<file path="src/rtl/pio_pkg.sv">
// Shared constants for the PIO interrupt bank: bus width and register offsets.
package pio_pkg;

  localparam int unsigned BUS_W  = 32;
  localparam int unsigned ADDR_W = 3;

  localparam logic [ADDR_W-1:0] REG_DATA_IN  = 3'd0;
  localparam logic [ADDR_W-1:0] REG_DATA_OUT = 3'd1;
  localparam logic [ADDR_W-1:0] REG_SET      = 3'd2;
  localparam logic [ADDR_W-1:0] REG_CLR      = 3'd3;
  localparam logic [ADDR_W-1:0] REG_IRQ_MASK = 3'd4;
  localparam logic [ADDR_W-1:0] REG_EDGE_CAP = 3'd5;
  localparam logic [ADDR_W-1:0] REG_RISE_EN  = 3'd6;
  localparam logic [ADDR_W-1:0] REG_FALL_EN  = 3'd7;

  typedef logic [BUS_W-1:0] bus_word_t;

endpackage

</file>
<file path="src/rtl/pio_debounce.sv">
// One-bit two-flop synchronizer followed by a hold-steady debouncer.
// rise_c_o/fall_c_o pulse combinationally on the cycle the stable value is loaded.
module pio_debounce #(
  parameter int unsigned DEBOUNCE_CYCLES = 50000,
  parameter logic        RESET_VAL       = 1'b0
) (
  input  logic clk,
  input  logic reset,
  input  logic din_i,
  output logic stable_o,
  output logic rise_c_o,
  output logic fall_c_o
);

  localparam int unsigned      CNT_W    = $clog2(DEBOUNCE_CYCLES + 1);
  localparam logic [CNT_W-1:0] CNT_LAST = CNT_W'(DEBOUNCE_CYCLES - 1);

  logic             meta_q;
  logic             sync_q;
  logic             stable_q, stable_d;
  logic [CNT_W-1:0] cnt_q, cnt_d;
  logic             accept_c;

  // Count consecutive cycles of disagreement; accept on the last one.
  always_comb begin
    stable_d = stable_q;
    cnt_d    = cnt_q;
    accept_c = 1'b0;
    if (sync_q == stable_q) begin
      cnt_d = '0;
    end else if (cnt_q == CNT_LAST) begin
      accept_c = 1'b1;
      stable_d = sync_q;
      cnt_d    = '0;
    end else begin
      cnt_d = cnt_q + CNT_W'(1);
    end
  end

  always_ff @(posedge clk) begin
    if (reset) begin
      meta_q   <= RESET_VAL;
      sync_q   <= RESET_VAL;
      stable_q <= RESET_VAL;
      cnt_q    <= '0;
    end else begin
      meta_q   <= din_i;
      sync_q   <= meta_q;
      stable_q <= stable_d;
      cnt_q    <= cnt_d;
    end
  end

  assign stable_o = stable_q;
  assign rise_c_o = accept_c &  sync_q;
  assign fall_c_o = accept_c & ~sync_q;

endmodule

</file>
<file path="src/rtl/pio_irq_bank.sv">
// GPIO bank with debounced inputs, set/clear outputs and edge-capture interrupt,
// exposed through an 8-word register slave with one-cycle registered reads.
module pio_irq_bank
  import pio_pkg::*;
#(
  parameter int unsigned      WIDTH           = 14,
  parameter int unsigned      DEBOUNCE_CYCLES = 50000,
  parameter logic [WIDTH-1:0] IN_RESET        = '0,
  parameter logic [WIDTH-1:0] OUT_RESET       = '0
) (
  input  logic              clk,
  input  logic              reset,
  input  logic [ADDR_W-1:0] avs_address,
  input  logic              avs_read,
  input  logic              avs_write,
  input  logic [BUS_W-1:0]  avs_writedata,
  output logic [BUS_W-1:0]  avs_readdata,
  input  logic [WIDTH-1:0]  pio_in,
  output logic [WIDTH-1:0]  pio_out,
  output logic              irq
);

  logic [WIDTH-1:0] stable;
  logic [WIDTH-1:0] rise_c;
  logic [WIDTH-1:0] fall_c;

  for (genvar gi = 0; gi < WIDTH; gi++) begin : g_bit
    pio_debounce #(
      .DEBOUNCE_CYCLES(DEBOUNCE_CYCLES),
      .RESET_VAL      (IN_RESET[gi])
    ) u_deb (
      .clk     (clk),
      .reset   (reset),
      .din_i   (pio_in[gi]),
      .stable_o(stable[gi]),
      .rise_c_o(rise_c[gi]),
      .fall_c_o(fall_c[gi])
    );
  end

  logic [WIDTH-1:0] out_q, out_d;
  logic [WIDTH-1:0] mask_q, mask_d;
  logic [WIDTH-1:0] cap_q, cap_d;
  logic [WIDTH-1:0] rise_en_q, rise_en_d;
  logic [WIDTH-1:0] fall_en_q, fall_en_d;
  logic             irq_q, irq_d;
  bus_word_t        rdata_q, rdata_d;
  logic [WIDTH-1:0] wdata_c;
  logic [WIDTH-1:0] rsel_c;
  logic             unused_wdata;

  assign wdata_c      = avs_writedata[WIDTH-1:0];
  assign unused_wdata = ^avs_writedata;

  // Register writes, edge capture (new edge beats W1C), irq and read mux.
  always_comb begin
    out_d     = out_q;
    mask_d    = mask_q;
    cap_d     = cap_q;
    rise_en_d = rise_en_q;
    fall_en_d = fall_en_q;
    rsel_c    = '0;
    rdata_d   = rdata_q;

    if (avs_write) begin
      case (avs_address)
        REG_DATA_OUT: out_d     = wdata_c;
        REG_SET:      out_d     = out_q | wdata_c;
        REG_CLR:      out_d     = out_q & ~wdata_c;
        REG_IRQ_MASK: mask_d    = wdata_c;
        REG_EDGE_CAP: cap_d     = cap_q & ~wdata_c;
        REG_RISE_EN:  rise_en_d = wdata_c;
        REG_FALL_EN:  fall_en_d = wdata_c;
        default: ;
      endcase
    end
    cap_d = cap_d | (rise_c & rise_en_q) | (fall_c & fall_en_q);

    irq_d = |(cap_q & mask_q);

    case (avs_address)
      REG_DATA_IN:  rsel_c = stable;
      REG_DATA_OUT: rsel_c = out_q;
      REG_IRQ_MASK: rsel_c = mask_q;
      REG_EDGE_CAP: rsel_c = cap_q;
      REG_RISE_EN:  rsel_c = rise_en_q;
      REG_FALL_EN:  rsel_c = fall_en_q;
      default:      rsel_c = '0;
    endcase
    if (avs_read && !avs_write) begin
      rdata_d = BUS_W'(rsel_c);
    end
  end

  always_ff @(posedge clk) begin
    if (reset) begin
      out_q     <= OUT_RESET;
      mask_q    <= '0;
      cap_q     <= '0;
      rise_en_q <= '0;
      fall_en_q <= '0;
      irq_q     <= 1'b0;
      rdata_q   <= '0;
    end else begin
      out_q     <= out_d;
      mask_q    <= mask_d;
      cap_q     <= cap_d;
      rise_en_q <= rise_en_d;
      fall_en_q <= fall_en_d;
      irq_q     <= irq_d;
      rdata_q   <= rdata_d;
    end
  end

  assign pio_out      = out_q;
  assign irq          = irq_q;
  assign avs_readdata = rdata_q;

endmodule
</file>
<file path="config.mk">
export PLATFORM = sky130hd
export DESIGN_NAME = pio_irq_bank
export DESIGN_NICKNAME = d
export VERILOG_FILES = /design/src/rtl/pio_pkg.sv /design/src/rtl/pio_debounce.sv /design/src/rtl/pio_irq_bank.sv
export SDC_FILE = /design/constraint.sdc
export NUM_CORES = 1
export LEC_CHECK = 0
export ABC_AREA = 1
export CAP_MARGIN = 10
export CORE_MARGIN = 8
export CORE_UTILIZATION = 53
export CTS_CLUSTER_SIZE = 25
export DETAILED_ROUTE_END_ITERATION = 10
export HOLD_SLACK_MARGIN = 0.06
export PLACE_DENSITY = 0.71
export SLEW_MARGIN = 30
export SYNTH_ARGS = -nofsm -noshare
export SYNTH_HDL_FRONTEND = slang
export SYNTH_SLANG_ARGS = --single-unit
</file>
<file path="constraint.sdc">
create_clock -name clk -period 2.31 [get_ports clk]
set_input_delay 0.3465 -clock clk [delete_from_list [all_inputs] [get_ports clk]]
set_output_delay 0.3465 -clock clk [all_outputs]
set_load 0.01 [all_outputs]
</file>
## Word-level counts from Yosys, hierarchy flattened

Cells that the tools add are included.

- Register bits after elaboration: 351
- Input port bits: 53
- Logic and storage cells: 246

- Add/sub/neg operators: 14
- Eq/ne operators: 35
- Muxes and demuxes: 32
- Bitwise logic cells: 65
- Reductions and logical operators: 37

Operators by type and width:

| cell | count |
|---|---|
| $add 16x1->16 const B | 14 |
| $eq 16x16->1 const B | 14 |
| $pmux 14 s6 | 1 |
| $and 14x14->14 | 5 |
| $or 14x14->14 | 3 |
| $pmux 14 s3 | 1 |
| $reduce_or 3->1 | 14 |
| $reduce_and 2->1 | 18 |
| $and 1x1->1 | 28 |
| $mux 1 | 28 |
| $mux 14 | 2 |
| $not 1->1 | 28 |
| $eq 1x1->1 | 14 |
| $not 14->14 | 1 |
| $reduce_or 14->1 | 1 |
| $eq 3x3->1 const B | 4 |
| $eq 3x2->1 const B | 2 |
| $eq 3x1->1 const B | 1 |
| $logic_not 3->1 | 1 |
| $reduce_bool 3->1 | 1 |
| $logic_and 1x1->1 | 1 |
| $logic_not 1->1 | 1 |

## Logic depth before layout (Yosys ltp)

- Depth after elaboration: 7
- Mapped depth: 10
- Mapped depth without buffers: 10

## Cells and area by module

A second synthesis with hierarchy kept.

- Cell total of the unflattened synthesis: 2519
- Area, all modules: 17932.2 um^2

By module, submodules not included:

| module | instances | cells an instance | area an instance (um^2) | seq. area each (um^2) |
|---|---|---|---|---|
| pio_debounce | 14 | 134 | 964.7 | 380.4 |
| pio_irq_bank | 1 | 643 | 4426.7 | 1701.6 |

## Worst setup path before layout

OpenSTA, ideal clock, no wires.

- Path kind: register to register
- Start point: reg g_bit[5].u_deb.cnt_q[0]
- End point: reg g_bit[5].u_deb.cnt_q[12]
- Library setup time: 0.122 ns
- Data arrival time: 1.432 ns
- Required time: 2.188 ns
- Slack: 0.757 ns
- Cell stages (with the launch flop): 10
- Path buffers: 1
- Clock period less this slack: 1.553 ns
- Cells stage by stage: dfxtp_1 ha_1 nand2_1 nor2_4 inv_1 nor2_1 nand2_1 nand2_1 buf_4 a21oi_1

- Cells in the longest elaborated chain, start to end: 2
- Elaborated cells between the ends (all ways): 3
- Those cells by class: 1 x add/sub; 1 x eq/ne; 1 x reduce/logical

RTL lines:

| what | RTL line | text |
|---|---|---|
| start, declared | pio_debounce.sv:21 | `logic [CNT_W-1:0] cnt_q, cnt_d;` |
| start signal, assigned | pio_debounce.sv:50 | `cnt_q <= cnt_d;` |
| parallel branches: the longest is 2 deep, another holds $add 16x1->16 | n/a |  |

Parallel ways; which one is timed is not known.
A chain may end at the register's enable or synchronous reset.

## Final worst setup path

- Start point: reg out_q[3] (netlist: pio_out[3])
- End point: out pio_out[3]

RTL lines:

| what | RTL line | text |
|---|---|---|
| start, declared | pio_irq_bank.sv:41 | `logic [WIDTH-1:0] out_q, out_d;` |
| start signal, assigned | pio_irq_bank.sv:105 | `out_q <= out_d;` |
| end, declared | pio_irq_bank.sv:19 | `output logic [WIDTH-1:0] pio_out,` |

No word-level cell between the ends.

==> impl_metrics.csv <==
group,metric,value,unit
critical_path,cp.required,1960,ps
power_and_ir_drop,seqPwrFrac,48.2,%
global_route,grt_usage,20.6,%
critical_path,critPathCaptureType,"output port",
global_route,overflow,0,
sta,period_share,83.1,%
synth,async_reset_ff_share,0,%
sta,rsz0062_at_grt,"no",
synth,ys_warn_count,0,
route,drtIter0Drc,1129,
power_and_ir_drop,power-per-cell-area,670,nW/um^2
die,rows,65,
sta,skew,15.3,ps
place,pre_cts_ws,153,ps
die,initial_core_util,53.4,%
sta,fmax,521,MHz
power_and_ir_drop,comb_power_share,3.9,%
critical_path,r2r_cells,6,
job,cap_violations,0,
route,num_vias,15500,
synth,netlist_area,16700,sq um
clocking,postCtsSetupRepairBufs,0,
finish,drive_above_1_share,6.37,%
sta,setup_viol,0,
run_status,outcome,"finished clean",
clocking,clockBufferDepth,3,
synth,syn_avg_cell_area,6.88,sq um
critical_path,crit_fanout,3,
global_route,grt_max_degree,42,
sta,fin_hold_ws,256,ps
clocking,cts_buffers,39,
critical_path,crit_path_cell_trace,"clkdlybuf4s50_1",
route,firstDrtPassIters,5,
critical_path,worst-path-stages,1,
place,routabilityCongestion,0.866,
power_and_ir_drop,vdd_drop_max,0.000520,V
sta,worst_slack,390,ps
place,io_buffers,63,
critical_path,worstPathArrival,1570,ps
critical_path,startpoint_type,"register",
die,core,31300,sq um
critical_path,cpPeakStageDelay,590,ps
sta,tightestPinTransition,693,ps
die,die_x,194,microns
finish,fin_nets,2581,
synth,synth_ff_type,"dfxtp_1",
clocking,clkSlewWorstSetupHoldPaths,60,ps
global_route,grt_pass1_vias,14700,
critical_path,critical_path_class,"reg2out",
synth,postSynthCellCount,2431,
die,die_area,37500,sq um
finish,area_delta_synth_final,14.1,%
critical_path,cp.buffers_inverters,1,
critical_path,slowest_stage,"clkdlybuf4s50_1",
clocking,postCtsHoldBufs,0,
synth,ys_seq_area_share,42.0,%
route,drt_wl_total,39.3,mm
sta,setup_tns,0,ps
clocking,clock_latency,530,ps
route,vias_per_cell,5.24,
finish,final_area,19100,sq um
route,routedWlPerCell,13.3,microns
critical_path,r2r_setup_slack,420,ps
min_path,worstHoldPathCells,3,
die,die_h,194,microns
clocking,cts_resized,0,
power_and_ir_drop,swShare,22.2,%
clocking,root_buffer,"clkbuf_16",
route,antenna_left,0,
min_path,hold_class,"in2reg",
finish,nFillCells,2879,
sta,finalMaxSlewViolations,0,
sta,min_period,1920,ps
critical_path,crit_family,"buffers and inverters",
power_and_ir_drop,p_clk_share,47.9,%
power_and_ir_drop,p_int,9.95,mW
die,io_pins,100,
clocking,cts_tree,"yes",
power_and_ir_drop,p_switching,2.84,mW
global_route,antenna_found_initial,4,
clocking,h-tree-depth,2,
place,place_area,17800,sq um
synth,synth_edf_count,0,
power_and_ir_drop,power.total,12.8,mW
sta,finalHoldViolations,0,
clocking,clock-sinks,351,
place,place_hpwl,28.3,mm
global_route,grt_pass1_wl,67.2,mm
power_and_ir_drop,p_leak,6.87,nW
route,drc,0,
synth,synth_cell_types,37,
sta,maxSlewHeadroom,53.7,%
synth,synth-seq-cells,351,
## power by group through the flow
| stage | combinational (mW) | sequential [mW] | clock, mW |
|---|---|---|---|
| final | 0.498 | 6.17 | 6.13 |
| after global routing | 0.548 | 6.17 | 6.52 |
| after CTS | 0.494 | 6.17 | 6.26 |
| after detailed placement | 0.491 | 6.30 | 0 |
| after global placement | 0.484 | 6.30 | 0 |
| after floorplan | 0.293 | 6.29 | 0 |
## final cells by class
class                   count  area, sq um  area share [%]
flip-flops and latches    351         7030            36.8
diodes                      3         7.51          0.0393
multi-input cells        1688         8080            42.3
clock inverters            19          156           0.820
inverters                 329         1230            6.47
repair buffers            105          951            4.98
well taps                 402          503            2.64
clock buffers              52         1120            5.89
## metal layers
metal | global-route usage, % | wire length (microns)
met1 | 26.5 | 18300
met2 | 34.9 | 18000
met3 | 3.59 | 2090
met4 | 6.50 | 954
met5 | 0 | 10
## sequential cells by signal, indices dropped and copies added, names as in the netlist
register and flops:
g_bit.u_deb.sync_q 14, rise_en_q 14, pio_out 14, fall_en_q 14, g_bit.u_deb.meta_q 14, g_bit.u_deb.stable_o 14
g_bit.u_deb.cnt_q 224, avs_readdata 14, irq 1, mask_q 14, cap_q 14
## cells in the final DEF (no fill, tap or decap), types with 12 or more instances in the layout
cell	synthesis	routed
clkdlybuf4s50_1	0	61
nor2_1	347	347
nand2_1	518	518
inv_1	326	326
or2_2	26	26
nor3b_1	15	15
o21ai_0	69	69
o21ai_1	12	12
conb_1	1	18
dfxtp_1	351	351
clkinv_2	0	14
a21oi_1	190	190
nor3_1	85	85
nand4_1	124	124
nand3_1	169	169
ha_1	14	14
xor2_1	52	52
clkbuf_16	0	39
buf_4	25	42
## cell usage after synthesis, types with 3 or more instances
cell type | number | area share, %
nand4_1 | 124 | 4.6
ha_1 | 14 | 1.0
xnor2_1 | 5 | 0.26
a21oi_1 | 190 | 5.7
a211oi_2 | 10 | 0.75
nor3_1 | 85 | 2.5
xor2_1 | 52 | 2.7
nand2_1 | 518 | 12
o21ai_1 | 12 | 0.36
a211oi_1 | 10 | 0.45
nand3_1 | 169 | 5.1
nor2_1 | 347 | 7.8
buf_2 | 33 | 0.99
inv_1 | 326 | 7.3
o21ai_0 | 69 | 2.1
nor3b_1 | 15 | 0.67
buf_4 | 25 | 1.1
clkbuf_1 | 19 | 0.43
dfxtp_1 | 351 | 42
nor2_2 | 3 | 0.11
or2_2 | 26 | 0.97
and3_1 | 3 | 0.11
nand3b_1 | 4 | 0.18
a31oi_1 | 3 | 0.11
## tightest hold or removal path, stage by stage
cell and delay [ps]:
buf_4 110, buf_4 220, nor2_1 70
## cells by family after synthesis
group | after synthesis | synth area share [%]
AOI/OAI and AO/OA | 295 | 9.47
adders and majority gates | 14 | 1.05
xor gates and xnor gates | 57 | 2.99
DFF | 351 | 42.0
buffers and inverters | 409 | 10.0
and+or+nand+nor | 1304 | 34.4
other | 1 | 0.0224
## path summary, 6_finish.rpt
kind	from	to
worst max-delay path	pio_out[3]	pio_out[3]
worst min-delay path	reset	g_bit[13].u_deb.sync_q
worst max register to register	g_bit[12].u_deb.cnt_q[0]	g_bit[12].u_deb.cnt_q[15]
worst min register to register	g_bit[9].u_deb.meta_q	g_bit[9].u_deb.sync_q
## stage by stage
stage                     std cells  util [%]
final                          2949      61.0
after detailed placement       2875      56.8
after global placement         2875      56.8
after CTS                      2946      60.9
after floorplan                2448         -
after global routing           2949      61.0
Note: power is estimated with default switching activity, not from simulation.
